`src/rtl/mux_drv_pkg.sv`:
```
// mux_drv_pkg: shared widths, bit offsets and states for the multiplexed project driver
package mux_drv_pkg;
  localparam int IW_W = 18;
  localparam int OW_W = 24;
  localparam int IW_CLK = 0;
  localparam int IW_RSTN = 1;
  localparam int IW_UI = 2;
  localparam int IW_UIO = 10;
  localparam int OW_UO = 0;
  localparam int OW_UIO = 8;
  localparam int OW_OE = 16;
  typedef enum logic [2:0] {IDLE, SETUP, HIGH, LOW, SAMPLE, RESP} state_t;
endpackage

```
`src/rtl/mux_drv_phase_timer.sv`:
```
// mux_drv_phase_timer: loadable HALF_CYC down-counter, done on the last cycle of a phase
module mux_drv_phase_timer #(
  parameter int HALF_CYC = 2
) (
  input  logic clk,
  input  logic rst,
  input  logic load,
  output logic done
);
  localparam int TW = $clog2(HALF_CYC + 1);
  logic [TW-1:0] cnt;
  always_ff @(posedge clk)
    if (rst || load) cnt <= TW'(HALF_CYC - 1);
    else if (cnt != '0) cnt <= cnt - TW'(1);
  assign done = cnt == '0;
endmodule

```
`src/rtl/mux_proj_driver.sv`:
```
// mux_proj_driver: selects one project, pulses its clock ncyc times and returns its sampled outputs
module mux_proj_driver
  import mux_drv_pkg::*;
#(
  parameter int N_PROJ = 16,
  parameter int SEL_W = 4,
  parameter int HALF_CYC = 2,
  parameter int CNT_W = 8
) (
  input  logic              clk,
  input  logic              rst,
  input  logic              cmd_valid,
  output logic              cmd_ready,
  input  logic [SEL_W-1:0]  cmd_sel,
  input  logic [7:0]        cmd_ui,
  input  logic [7:0]        cmd_uio,
  input  logic              cmd_prst,
  input  logic [CNT_W-1:0]  cmd_ncyc,
  output logic              rsp_valid,
  input  logic              rsp_ready,
  output logic [7:0]        rsp_uo,
  output logic [7:0]        rsp_uio,
  output logic [7:0]        rsp_oe,
  output logic              rsp_err,
  output logic [SEL_W-1:0]  proj_sel,
  output logic [N_PROJ-1:0] proj_ena,
  output logic [IW_W-1:0]   proj_iw,
  input  logic [OW_W-1:0]   proj_ow
);
  state_t state, state_next;
  logic [CNT_W-1:0] pulses;
  logic err, done, accept, phase_end, sel_err;
  assign accept = state == IDLE && cmd_valid && cmd_ready;
  assign phase_end = done && (state == SETUP || state == HIGH || state == LOW);
  assign sel_err = 32'(cmd_sel) >= N_PROJ;
  mux_drv_phase_timer #(.HALF_CYC(HALF_CYC)) u_timer (
    .clk(clk),
    .rst(rst),
    .load(accept || phase_end),
    .done(done)
  );
  always_comb begin
    state_next = state;
    case (state)
      IDLE:    state_next = accept ? SETUP : IDLE;
      SETUP:   state_next = !done ? SETUP : pulses != '0 ? HIGH : SAMPLE;
      HIGH:    state_next = done ? LOW : HIGH;
      LOW:     state_next = !done ? LOW : pulses > CNT_W'(1) ? HIGH : SAMPLE;
      SAMPLE:  state_next = RESP;
      RESP:    state_next = rsp_ready ? IDLE : RESP;
      default: state_next = IDLE;
    endcase
  end
  // Outputs derive from state_next so they are registered yet aligned with the state they belong to
  always_ff @(posedge clk)
    if (rst) begin
      state <= IDLE;
      cmd_ready <= 1'b0;
      rsp_valid <= 1'b0;
      rsp_uo <= '0;
      rsp_uio <= '0;
      rsp_oe <= '0;
      rsp_err <= 1'b0;
      proj_sel <= '0;
      proj_ena <= '0;
      proj_iw <= '0;
      pulses <= '0;
      err <= 1'b0;
    end else begin
      state <= state_next;
      cmd_ready <= state_next == IDLE;
      rsp_valid <= state_next == RESP;
      proj_iw[IW_CLK] <= state_next == HIGH;
      if (accept) begin
        proj_iw[IW_W-1:IW_RSTN] <= {cmd_uio, cmd_ui, ~cmd_prst};
        proj_sel <= cmd_sel;
        proj_ena <= sel_err ? '0 : {{(N_PROJ-1){1'b0}}, 1'b1} << cmd_sel;
        err <= sel_err;
        pulses <= cmd_ncyc;
      end
      if (state == LOW && done) pulses <= pulses - CNT_W'(1);
      if (state == SAMPLE) begin
        rsp_uo <= err ? '0 : proj_ow[OW_UO+:8];
        rsp_uio <= err ? '0 : proj_ow[OW_UIO+:8];
        rsp_oe <= err ? '0 : proj_ow[OW_OE+:8];
        rsp_err <= err;
      end
    end
endmodule

```
`config.mk`:
```
export PLATFORM = sky130hd
export DESIGN_NAME = mux_proj_driver
export DESIGN_NICKNAME = d
export VERILOG_FILES = /design/src/rtl/mux_drv_pkg.sv /design/src/rtl/mux_drv_phase_timer.sv /design/src/rtl/mux_proj_driver.sv
export SDC_FILE = /design/constraint.sdc
export NUM_CORES = 1
export LEC_CHECK = 0
export CAP_MARGIN = 20
export CELL_PAD_IN_SITES_DETAIL_PLACEMENT = 1
export CELL_PAD_IN_SITES_GLOBAL_PLACEMENT = 1
export CORE_MARGIN = 2
export CORE_UTILIZATION = 28
export DETAILED_ROUTE_END_ITERATION = 8
export GPL_TIMING_DRIVEN = 0
export PLACE_DENSITY_LB_ADDON = 0.2
export SETUP_SLACK_MARGIN = 0.3
export SLEW_MARGIN = 20
export SYNTH_ARGS = -nofsm -noshare
export SYNTH_HDL_FRONTEND = slang
export SYNTH_SLANG_ARGS = --single-unit
```
`constraint.sdc`:
```
create_clock -name clk -period 1.85 [get_ports clk]
set_clock_uncertainty 0.1 [all_clocks]
set_input_delay 0.4625 -clock clk [delete_from_list [all_inputs] [get_ports clk]]
set_output_delay 0.4625 -clock clk [all_outputs]
set_load 0.01 [all_outputs]
```
[Word level (Yosys, flattened, before mapping)]
Cells that the tools add are included.
Word-level totals
  output and inout bits: 65
  flip-flop bits (word level): 77
  bits of input ports: 57
  word-level logic and storage cells: 48
Cells by class
  equality and inequality tests: 7
  bitwise operators: 1
  shifts and indexed selects: 1
  mux-type cells: 10
  $add $sub $neg: 2
  order comparisons: 1
  reduce and logical (&&, ||, !) cells: 14
Operators by type and width (number)
  one-hot mux 3 bit (6 select lines): 1
  2-to-1 mux 8 bit: 2
  << shifter 1 x 4 -> 16 bit, first input constant: 1
  2-to-1 mux 3 bit: 5
  == test 3 x 2 -> 1 bit, second input constant: 3
  == test 3 bit, second input constant: 3
  greater-than comparator 8 x 1 -> 1 bit, second input constant: 1
  nonzero test 8 bit: 1
  subtractor 8 x 1 -> 8 bit, second input constant: 1
  logical NOT 3 bit: 2
  logical AND 1 bit: 4
  logical OR 1 bit: 4
  nonzero test 2 bit: 2
  == test 3 x 1 -> 1 bit, second input constant: 1
  logical NOT 2 bit: 1
  2-to-1 mux 1 bit: 2
  subtractor 2 x 1 -> 2 bit, second input constant: 1
  inverter 1 bit: 1

[Longest topological paths before layout]
  depth in word-level cells: 6
  depth in mapped cells: 8
  depth with buffers taken out: 7

[Cells and area by module]
From an unflattened synthesis, not the netlist that was laid out.
Second synthesis, totals
  cells, all modules: 378
  area, all modules: 3080.5 µm²
Modules (own cells, without submodules)
  mux_proj_driver: area an instance 2977.9 µm², cells each 368, times used 1, sequential area each 1501.4 µm²
  mux_drv_phase_timer: area an instance 102.6 µm², cells each 10, times used 1, sequential area each 40.0 µm²

[Worst setup path after synthesis]
Ideal clock, no wire load.
  path kind: flip-flop to flip-flop
  start point: register u_timer.cnt[0]
  end point: register pulses[3]
  setup time: 0.131 ns
  stages on the path, launching flop included: 9
  period minus slack after synthesis: 1.702 ns
  path buffers: 1
  arrival: 1.472 ns
  data required time: 1.619 ns
  setup slack: 0.148 ns
  cells stage by stage: dfxtp_1 > inv_1 > ha_1 > buf_4 > nand4b_4 > or4_4 > nand3_1 > o21a_1 > a21oi_2
On the way
  word-level cells in the longest chain between the ends: 3
  elaborated cells on any way between the ends: 4
  classes of those cells: mux (1); reduce/logical (3)
RTL lines
  from (decl): line mux_drv_phase_timer.sv:11  | logic [TW-1:0] cnt;
  from (signal assigned): line mux_drv_phase_timer.sv:13  | if (rst || load) cnt <= TW'(HALF_CYC - 1);
  from (signal assigned): line mux_drv_phase_timer.sv:14  | else if (cnt != '0) cnt <= cnt - TW'(1);
  logical NOT 2 bit *: line mux_drv_phase_timer.sv:15  | assign done = cnt == '0;
  logical AND 1 bit *: line mux_proj_driver.sv:81  | if (state == LOW && done) pulses <= pulses - CNT_W'(1);
  2-to-1 mux 8 bit / nonzero test 2 bit (equally long branches)
  to (signal assigned): line mux_proj_driver.sv:79  | pulses <= cmd_ncyc;
  to (signal assigned): line mux_proj_driver.sv:81
  to (decl): line mux_proj_driver.sv:31  | logic [CNT_W-1:0] pulses;
Mark *: on every way between the ends. The rest lies on a longest branch, timed or not.
A chain may end at the register's enable or synchronous reset.

[Worst setup path after layout]
  start point: register pulses[1]
  end point: register cmd_ready
On the way
  word-level cells in the longest chain between the ends: 5
  elaborated cells on any way between the ends: 8
  classes of those cells: order compare (1); mux (5); reduce/logical (2)
RTL lines
  greater-than comparator 8 x 1 -> 1 bit / nonzero test 8 bit (equally long branches): line mux_proj_driver.sv:48, mux_proj_driver.sv:46
  2-to-1 mux 3 bit, on equally long branches (2 in a row): line mux_proj_driver.sv:48, mux_proj_driver.sv:46
  one-hot mux 3 bit (6 select lines) *: line mux_proj_driver.sv:44  | case (state)
  logical NOT 3 bit *: line mux_proj_driver.sv:71  | cmd_ready <= state_next == IDLE;
  to (signal assigned): line mux_proj_driver.sv:58  | cmd_ready <= 1'b0;
  to (signal assigned): line mux_proj_driver.sv:71
  to (decl): line mux_proj_driver.sv:13  | output logic cmd_ready,
Marked as above.

==> run metrics <==
status=completed; Hold Crit Class=reg -> reg; synth warn=0; CTS tree=done; r2r worst-path depth=7; count of final setup violators=0; highest metal used=met4; most common flop cell mapped by yosys=dfxtp_1; Synth top area share=between 40% and 50%; Async S/R FF share, synth=0%; final-report hold violation count=0; nets=just over 600; CP max stage cell=dfxtp_2; reported max-cap violation count=0; Final Max Tran Viols=0; final worst-path cycle share=a little over nine tenths; vias in the first global route=around 3600; Die Span X=around 110 um; Req. time, crit path=2.02 ns; Synth Cell Area=just over 3000 um2; library cells used by synthesis=50; crit end category=flip-flop; DRT antenna net count=0; first-pass GRT wire length=between 15000 and 20000 um; critical register-to-register path startpoint=pulses[1]; Synth Register Bits=between 70 and 80; root buffer cell=clkbuf_8; cells along the critical path=inv_1 -> ha_2 -> nor2_1 -> o22ai_2 -> and4_4 -> o41ai_4 -> nor3b_2; CP Max Fanout=6; synth top area cells=dfxtp_1, nand2_1, a21oi_1; post-synthesis net count=446; dpl cells=approximately 650; pwr/cell area=about 870 nW/um2; fin cells=just under 700; peak supply drop=0.3574 mV; Num CTS Buffers=9; setup slack after layout=roughly 0.067 ns; met2 routed WL=6293 um; Fmax=~0.56 GHz; drt total wl=12290 um; drt wl/cell=17.68 um; Clock Pin Slew Worst Setup and Hold Paths=about 0.080 ns; Port Buf Inserts=120; Antenna Cells=0; DR vias=about 3400; sequential area share after synthesis=roughly half; residual DRC count=0; Hold Path End=proj_sel[2]; Initial Utilization=around 29%; First-pass DRT Iterations=4; cell family with most CP delay=simple AND/OR/NAND/NOR gates; placed cell areas=4509 um2; Crit Reg-Reg Endpoint=cmd_ready; Least-Margin Pin Slew=roughly 0.57 ns; CP startpoint kind=flip-flop; share of layout cells above drive strength 1=38.92%; Arr. time, crit path=just under 2 ns; EDFF count, synth=0; vias per cell=between 4 and 5; hold depth=2; leading area contributor after synthesis=dfxtp_1; slew margin rel.=between 60% and 70%; final weighted congestion in routability-driven placement=roughly 0.8; Clk Latency, worst-skew pair=between 0.3 and 0.4 ns; area grow syn2layout=82.72%; 1st-iter DRT viols=75; pre-CTS WS=-0.5538 ns; remaining global-route overflow=0; P_leak=roughly 2.4 nW; post-synthesis cell count=slightly below 400; CORE AREA=around 11000 um2; hold_sp=proj_sel[2]; hold buffers post-CTS=0; RSZ-0062 raised after global routing=true; Avg Cell Area, Syn=between 8 and 9 um2; Longest Clk Path Bufs=2; metal3 WL=between 700 and 800 um; detailed placement HPWL=between 7000 and 8000 um; post-route minimum period=1.783 ns; total track usage=slightly below 20%; initial antenna violation count=0; met1 WL=5028 um; clock sinks=between 70 and 80; Finished Cell Area=around 5700 um2; largest net degree at the start of global routing=13; number of buffers and inverters on the critical path=1; Crit Path Category=reg -> reg; row cnt=38; Chip Height=between 100 and 150 um; worst reg-to-reg setup slack=between 0.06 and 0.07 ns; H-tree Lvls=3; CP max stage delay=roughly 0.37 ns; Die ar.=around 12000 um2; # IOs=~120; overall power=around 0.0049 W
[metal layers]
| metal | vias to the layer above | track usage [%] |
|---|---|---|
| met2 | 101 | 34.83 |
| met1 | 1653 | 23.09 |
| li1 | 1641 | - |
| met3 | 17 | 5.572 |
| met4 | 0 | 6.148 |
| met5 | - | 0 |
[placed cells by master, fill, tap and decap left out, types with 5 or more instances in the layout]
cell,instances
clkbuf_2,29
clkdlybuf4s15_1,26
buf_6,17
nand2_2,5
clkbuf_8,10
buf_8,5
a21oi_2,31
a21oi_1,38
nor3_4,10
dfxtp_1,68
buf_4,18
clkbuf_4,7
nor2_1,30
dfxtp_2,8
nand2_1,78
buf_12,5
clkdlybuf4s50_1,51
nor4_4,6
nand2_4,17
dlygate4sd2_1,11
[per-stage QoR]
step	utilization, %	TNS [ns]	hold WS, ns
2_1_floorplan	-	0	0.3466
3_3_place_gp	41.60	-27.96	0.3416
3_5_place_dp	41.60	-30.46	0.3487
4_1_cts	49.56	0	0.3581
5_1_grt	52.47	0	0.3752
6_report	52.47	0	0.3581
[what timing repair did]
item | 4_1_cts | 5_1_grt
pin swaps | 39 | 49
gates cloned | 6 | 2
setup endpoints to repair | 140 | 128
resized for setup | 201 | 169
setup buffers | 21 | 7
[area by class of cell]
class                      count  area (um2)
sequential                    77        1555
fill                        1251        5152
clock buffer                  10       137.6
timing repair buffer         156        1503
buffer                        27       302.8
inverter                       7       30.03
tap                          140       175.2
clock inverter                 4       26.28
multi-input combinational    274        1958
[worst register-to-register path: cells and delay by family, from the launching register on]
family	cells	cell delay (ns)
and+or+nand+nor	3	0.57
DFF	1	0.37
buffers and inverters	1	0.09
AOI/OAI and AO/OA	2	0.35
adders and majority gates	1	0.23
[how the worst max path moves through the flow]
stage              startpoint         to  slack (ns)  depth (start not counted)
2_1_floorplan  u_timer.cnt[0]  pulses[3]        0.19                          8
4_1_cts             pulses[0]  cmd_ready         0.1                          7
3_5_place_dp              rst  pulses[2]       -0.55                          4
3_3_place_gp              rst  pulses[2]       -0.47                          4
5_1_grt             pulses[1]  cmd_ready        0.01                          7
6_report            pulses[1]  cmd_ready        0.07                          7
[cell usage after synthesis, drive strengths merged, types with 2 or more instances]
master  count
a221oi      2
a211oi      2
nand2     100
dfxtp      77
nor3b       2
nand2b      5
ha          4
nor2       33
nand3       4
and4        2
nor4        7
o21ai       3
a21oi      69
buf        17
nor3       14
inv         7
clkbuf     10
and2        2
[cells by family (layout without fill, tap and decap cells)]
logic type / count (synthesis) / after routing / synth area share, %
flops: 77 / 77 / 49.52
compound gates: 88 / 88 / 16.04
buf+inv: 34 / 204 / 5.547
other cells: 1 / 1 / 0.1205
mux: 2 / 2 / 0.6833
fa+ha+maj: 4 / 4 / 1.608
simple gates: 179 / 179 / 26.49
[report_power, final]
part / switching (W) / internal [W]
logic: 0.000940 / 0.000982
registers: 0.0000935 / 0.00180
clock network: 0.000628 / 0.000507
[state kept, by name, summed over array words and instances (netlist names)]
signal	flops
proj_iw	18
proj_ena	16
pulses	8
rsp_oe	8
rsp_uio	8
rsp_uo	8
proj_sel	4
state	3
u_timer.cnt	2
cmd_ready	1
rsp_valid	1
Note: power is estimated with default switching activity, not from simulation.
